==> config.mk <==
export PLATFORM = sky130hd
export DESIGN_NAME = button_debouncer
export DESIGN_NICKNAME = d
export VERILOG_FILES = /design/src/rtl/debounce_pkg.sv /design/src/rtl/level_synchronizer.sv /design/src/rtl/button_debouncer.sv
export SDC_FILE = /design/constraint.sdc
export NUM_CORES = 1
export LEC_CHECK = 0
export CAP_MARGIN = 10
export CORE_MARGIN = 3
export CORE_UTILIZATION = 42
export CTS_CLUSTER_DIAMETER = 100
export DETAILED_ROUTE_END_ITERATION = 12
export PLACE_DENSITY = 0.69
export REMOVE_ABC_BUFFERS = 1
export SLEW_MARGIN = 20
export SYNTH_ARGS = -nofsm -noshare
export SYNTH_HDL_FRONTEND = slang
export SYNTH_SLANG_ARGS = --single-unit
==> constraint.sdc <==
create_clock -name clk -period 1.9 [get_ports clk]
set_clock_uncertainty 0.1 [all_clocks]
set_input_delay 0.19 -clock clk [delete_from_list [all_inputs] [get_ports clk]]
set_output_delay 0.19 -clock clk [all_outputs]
set_load 0.005 [all_outputs]
==> src/rtl/debounce_pkg.sv <==
// Shared definitions for the button debouncer: FSM state encodings and default timing.
package debounce_pkg;

  typedef enum logic [1:0] {
    IDLE_LOW    = 2'd0,
    WAIT_HIGH   = 2'd1,
    STABLE_HIGH = 2'd2,
    WAIT_LOW    = 2'd3
  } db_state_e;

  // 10 ms at 100 MHz
  localparam int DEFAULT_STABLE_CYCLES = 1000000;
  localparam int DEFAULT_SYNC_STAGES   = 2;

endpackage

==> src/rtl/level_synchronizer.sv <==
// Multi-flop synchroniser bringing an asynchronous level into the clk domain.
module level_synchronizer #(
  parameter int STAGES = 2
) (
  input  logic clk,
  input  logic reset_n,
  input  logic d,
  output logic q
);

  if (STAGES < 2) begin : g_bad_stages
    $error("level_synchronizer: STAGES must be >= 2");
  end

  logic [STAGES-1:0] sync_p;

  always_ff @(posedge clk or negedge reset_n) begin
    if (!reset_n) begin
      sync_p <= '0;
    end else begin
      sync_p <= {sync_p[STAGES-2:0], d};
    end
  end

  assign q = sync_p[STAGES-1];

endmodule

==> src/rtl/button_debouncer.sv <==
// Debounces a raw button: synchronise, then require STABLE_CYCLES steady cycles
// before the registered db_level follows.
module button_debouncer
  import debounce_pkg::*;
#(
  parameter int STABLE_CYCLES = DEFAULT_STABLE_CYCLES,
  parameter int SYNC_STAGES   = DEFAULT_SYNC_STAGES
) (
  input  logic clk,
  input  logic reset_n,
  input  logic btn_raw,
  output logic db_level,
  output logic db_busy
);

  localparam int CNT_W = $clog2(STABLE_CYCLES + 1);
  localparam logic [CNT_W-1:0] CNT_ONE  = CNT_W'(1);
  localparam logic [CNT_W-1:0] CNT_LAST = CNT_W'(STABLE_CYCLES - 1);

  if (STABLE_CYCLES < 2) begin : g_bad_stable
    $error("button_debouncer: STABLE_CYCLES must be >= 2");
  end
  if (SYNC_STAGES < 2) begin : g_bad_sync
    $error("button_debouncer: SYNC_STAGES must be >= 2");
  end

  logic             sync_in;
  db_state_e        state;
  logic [CNT_W-1:0] cnt;

  level_synchronizer #(
    .STAGES (SYNC_STAGES)
  ) u_sync (
    .clk     (clk),
    .reset_n (reset_n),
    .d       (btn_raw),
    .q       (sync_in)
  );

  // Outputs are decoded from the next state so they change on the same edge as state.
  always_ff @(posedge clk or negedge reset_n) begin
    if (!reset_n) begin
      state    <= IDLE_LOW;
      cnt      <= '0;
      db_level <= 1'b0;
      db_busy  <= 1'b0;
    end else begin
      case (state)
        IDLE_LOW: begin
          db_level <= 1'b0;
          if (sync_in) begin
            state   <= WAIT_HIGH;
            cnt     <= CNT_ONE;
            db_busy <= 1'b1;
          end else begin
            cnt     <= '0;
            db_busy <= 1'b0;
          end
        end
        WAIT_HIGH: begin
          // A revert takes priority over reaching the threshold.
          if (!sync_in) begin
            state    <= IDLE_LOW;
            cnt      <= '0;
            db_level <= 1'b0;
            db_busy  <= 1'b0;
          end else if (cnt == CNT_LAST) begin
            state    <= STABLE_HIGH;
            cnt      <= '0;
            db_level <= 1'b1;
            db_busy  <= 1'b0;
          end else begin
            cnt      <= cnt + CNT_ONE;
            db_level <= 1'b0;
            db_busy  <= 1'b1;
          end
        end
        STABLE_HIGH: begin
          db_level <= 1'b1;
          if (!sync_in) begin
            state   <= WAIT_LOW;
            cnt     <= CNT_ONE;
            db_busy <= 1'b1;
          end else begin
            cnt     <= '0;
            db_busy <= 1'b0;
          end
        end
        WAIT_LOW: begin
          if (sync_in) begin
            state    <= STABLE_HIGH;
            cnt      <= '0;
            db_level <= 1'b1;
            db_busy  <= 1'b0;
          end else if (cnt == CNT_LAST) begin
            state    <= IDLE_LOW;
            cnt      <= '0;
            db_level <= 1'b0;
            db_busy  <= 1'b0;
          end else begin
            cnt      <= cnt + CNT_ONE;
            db_level <= 1'b1;
            db_busy  <= 1'b1;
          end
        end
        default: begin
          state    <= IDLE_LOW;
          cnt      <= '0;
          db_level <= 1'b0;
          db_busy  <= 1'b0;
        end
      endcase
    end
  end

endmodule

Word level (Yosys, flattened, before mapping)
Index checks and enable logic that the tools add are counted.
{"block": "classes", "n_addsub": 1, "multipliers": 0, "n_div": 0, "n_lt_le_gt_ge": 0, "eq_ne": 8, "shifts": 0, "mux": 23, "bitwise_logic": 0, "reduce_logical": 2}
{"cell": "case mux 20 bit (4 select lines)", "count": 1}
{"cell": "2-to-1 mux 20 bit", "count": 3}
{"cell": "adder 20 x 1 -> 20 bit, second input constant", "count": 1}
{"cell": "equality test 20 bit, second input constant", "count": 1}
{"cell": "2-to-1 mux 2 bit", "count": 6}
{"cell": "2-to-1 mux 1 bit", "count": 10}
{"cell": "case mux 1 bit (4 select lines)", "count": 2}
{"cell": "case mux 2 bit (4 select lines)", "count": 1}
{"cell": "equality test 2 bit, second input constant", "count": 2}
{"cell": "AND reduction 4 bit", "count": 1}
{"cell": "!= test 3 x 2 -> 1 bit, second input constant", "count": 1}
{"cell": "!= test 3 bit, second input constant", "count": 1}
{"cell": "equality test 2 x 1 -> 1 bit, second input constant", "count": 1}
{"cell": "zero test 2 bit", "count": 1}
{"cell": "!= test 2 x 1 -> 1 bit, second input constant", "count": 1}
{"cell": "!= test 2 bit, second input constant", "count": 1}
{"block": "totals", "register_bits": 26, "latchBits": 0, "ramBits": 0, "romBits": 0, "input_bits": 3, "output_inout_bits": 2, "mem_count": 0}

Logic depth before layout (Yosys ltp)
{"block": "logic_depth", "ltp_word": 4, "ltp_mapped": 6}

Hierarchy
A second synthesis with hierarchy kept.
{"block": "hier_totals", "cells_unflattened": 120, "hier_area_um2": 1212.4}
{"module": "button_debouncer", "n_inst": 1, "cells_each": 118, "area_each_um2": 1162.4, "seq_area_each_um2": 600.6}
{"module": "level_synchronizer", "n_inst": 1, "cells_each": 2, "area_each_um2": 50.0, "seq_area_each_um2": 50.0}

Worst setup path after synthesis
No wires, ideal clock.
{"block": "synth_timing", "path_type": "register to register", "from": "register cnt[0]", "to": "register with a tool-made name", "setup_time_ns": 0.125, "arrival_time_ns": 1.591, "setup_slack_ns": 0.084, "stages_incl_launch_ff": 6, "period_less_slack_ns": 1.816, "path_cell_list": "dfrtp_1 ha_1 clkbuf_1 nand4_1 nor3_1 mux2_2"}
{"item": "start: declaration", "line": "button_debouncer.sv:29", "text": "logic [CNT_W-1:0] cnt;"}
{"item": "start signal: assignment", "line": "button_debouncer.sv:73", "text": "cnt <= cnt + CNT_ONE;"}
{"item": "start signal: assignment", "line": "button_debouncer.sv:101", "text": "cnt <= cnt + CNT_ONE;"}

Worst setup path after layout
{"block": "layout_timing", "from": "register cnt[9]", "to": "register cnt[17]"}
{"block": "layout_between", "elab_chain_len": 4}
{"item": "adder 20 x 1 -> 20 bit or equality test 20 bit (tied branches)"}
{"item": "2-to-1 mux 20 bit (*)", "line": "button_debouncer.sv:67, button_debouncer.sv:95"}
{"item": "2-to-1 mux 20 bit (on tied branches)", "line": "button_debouncer.sv:90, button_debouncer.sv:62"}
{"item": "case mux 20 bit (4 select lines) (*)", "line": "button_debouncer.sv:48", "text": "case (state)"}
Mark *: on every way between the ends. The rest lies on a longest branch, timed or not.
A chain may end at the register's enable or synchronous reset.

==> results.json <==
{
  "status": "completed",
  "routed_wl_um": 2427,
  "start_util": 0.4449,
  "ios": 5,
  "clock_sinks": 26,
  "vias": 981,
  "crit_arrival_ps": 2000,
  "multi_input_area_um2": 568.0,
  "synth.most_common_cell": "dfrtp_1",
  "avgViaCountPerCell": 5.874,
  "ys_seq_area_frac": 0.5258,
  "worstSetupPathType": "flop to flop",
  "vdd_drop_max_v": 0.001079,
  "slew_headroom": 0.7477,
  "grt_setup_unrepaired": "true",
  "worstPathMaxFanout": 5,
  "asyncSetResetFlopFracSynth": 1.000,
  "fin_util": 0.5223,
  "drtAntennaViolNets": 0,
  "seq_area_um2": 655.6,
  "hp-class": "input pin to asynchronous set/reset pin",
  "end_kind": "flop",
  "cp_slowest_cell": "or4_4",
  "synth_edf_count": 0,
  "tns_ps": 0,
  "cts_tree": "yes",
  "synth_top_cell_area_share": 0.5258,
  "syn_inst": 119,
  "synth_area_um2": 1237,
  "cts_made_buffers": 3,
  "synthTopCellsByCount": "dfrtp_1 (26), nor2_1 (15), nand4_1 (9), xor2_1 (9), nand2_1 (8)",
  "finalHoldViolCount": 0,
  "final.period_utilization": 0.9676,
  "final_cells": 167,
  "crit_chain": "nand4_2, or4_4, or3_1, a21oi_1",
  "firstDrtPassIters": 5,
  "io_buffers": 4,
  "track_usage": 0.1491,
  "drv_slew": 0,
  "core_region_area_um2": 2781,
  "place.gp.congestion": 0.8474,
  "diodes": 0,
  "die_h_um": 60.28,
  "powerDensity_nw_per_um2": 685.0,
  "drc": 0,
  "grt_overflow_total": 0,
  "clock_latency_ps": 330,
  "fill_cells": 256,
  "finalCriticalPeriod_ps": 1838,
  "grt_pass1_wl_um": 4071,
  "ys_types": 31,
  "avgSynthCellArea_um2": 10.40,
  "p_leak_nw": 0.5992,
  "r2r_cells": 4,
  "die_w_um": 60.28,
  "synth_seq_cells": 26,
  "final-setup-viol-count": 0,
  "die-area_um2": 3634,
  "clkSlewWorstSetupHoldPaths_ps": 150,
  "syn2layout_area_growth_pct": 17.39,
  "holdWs_ps": 94.61,
  "wl_per_cell_um": 14.53,
  "post-place-cells": 162,
  "cp.required_ps": 2070,
  "htree_num_levels": 1,
  "drt_iter0_drc": 27,
  "drive_above_1_share": 0.2132,
  "clockBufferDepth": 2,
  "num_rows": 19,
  "hpwl_um": 1805,
  "ys_top_cells_by_area": "dfrtp_1 (53%), xor2_1 (6.4%), nand4_1 (4.6%)",
  "yosys_most_used_dff": "dfrtp_1",
  "maxCapViolCount": 0,
  "grt_max_degree": 27,
  "grt_pass1_vias": 898,
  "synth_top_area_cell": "dfrtp_1",
  "synth_warnings": 0,
  "fin_nets": 141,
  "antenna_found_initial": 0,
  "crit_path_start_kind": "flop",
  "max_freq_ghz": 0.5440,
  "critical-path-max-stage-delay_ps": 570,
  "root_buffer": "clkbuf_4",
  "worstMarginPinSlew_ps": 374.9
}
-- worst paths after layout --
check	end	slack, ps	startpoint
max	cnt[17]	60	cnt[9]
min	cnt[8]	90	reset_n
max reg2reg	cnt[17]	60	cnt[9]
min reg2reg	u_sync.sync_p[1]	270	u_sync.sync_p[0]
max in group asynchronous	cnt[11]	1330	reset_n
min in group clk	u_sync.sync_p[0]	190	btn_raw
-- layout by cell type (no fill, tap or decap), types with 3 or more instances in the layout --
cell	n
dfrtp_1	22
dfrtp_2	4
xnor2_1	5
clkbuf_4	3
o21ai_0	4
a21oi_1	5
nor4_1	3
clkdlybuf4s50_1	4
xor2_1	9
nand2_1	8
buf_4	12
or3_1	4
nand3_1	6
nor2_1	15
nand4_1	9
-- flip-flops by register name, summed over array words and instances, names as in the netlist, named ones only --
register and cells:
state 1, db_level 1, u_sync.sync_p 2, cnt 20, db_busy 1
-- critical path, delay by kind of cell, from the launching register on --
family	cells	cell delay, ps
flops	1	460
compound gates	1	160
simple gates	3	1050
-- layout make-up --
type                    instances  area share
clock buffers                   3     0.01550
flip-flops and latches         26      0.4513
well taps                      31     0.02670
inverters                       2    0.005168
multi-input cells              88      0.3910
clock inverters                 1     0.02067
repair buffers                 16     0.08958
-- report_power, final --
group	leakage [nW]	internal [W]	switching [W]	total, W
combinational	0.226	0.0000162	0.0000250	0.0000412
clock	0.0279	0.000213	0.000173	0.000387
sequential	0.345	0.000560	0.00000658	0.000567
total	0.599	0.000790	0.000205	0.000995
-- through the flow --
step	area, um2	total power (W)	setup slack (ps)
final	1453	0.0009951	61.65
after detailed placement	1383	0.0006196	64.62
after global placement	1383	0.0006189	155.4
after CTS	1435	0.001003	22.72
after global routing	1453	0.001032	-7.523
after floorplan	1221	0.0005912	152.7
-- layer usage --
metal  track usage  vias to the layer above  wire, um
met4       0.02848                        0        17
met2        0.2176                       34      1129
met1        0.2171                      478      1160
met5             0                        -         0
li1              -                      465         -
met3       0.04752                        4       120
-- repair_timing --
action | CTS | global route
resized for setup | 0 | 5
buffers inserted | 0 | 1
endpoints found under the setup margin | 0 | 4
hold buffers | 0 | 0
-- kinds of logic after synthesis --
family                   Yosys count  share of synthesized area
AO/OA/AOI/OAI                     14                    0.07280
XOR/XNOR                          14                    0.09909
adder cells (fa/ha/maj)            1                    0.01011
buffers and inverters              5                    0.01921
flip-flops                        26                     0.5258
multiplexers                       2                    0.01820
AND/OR/NAND/NOR                   57                     0.2548
No activity file was read; power rests on OpenSTA's default activity.
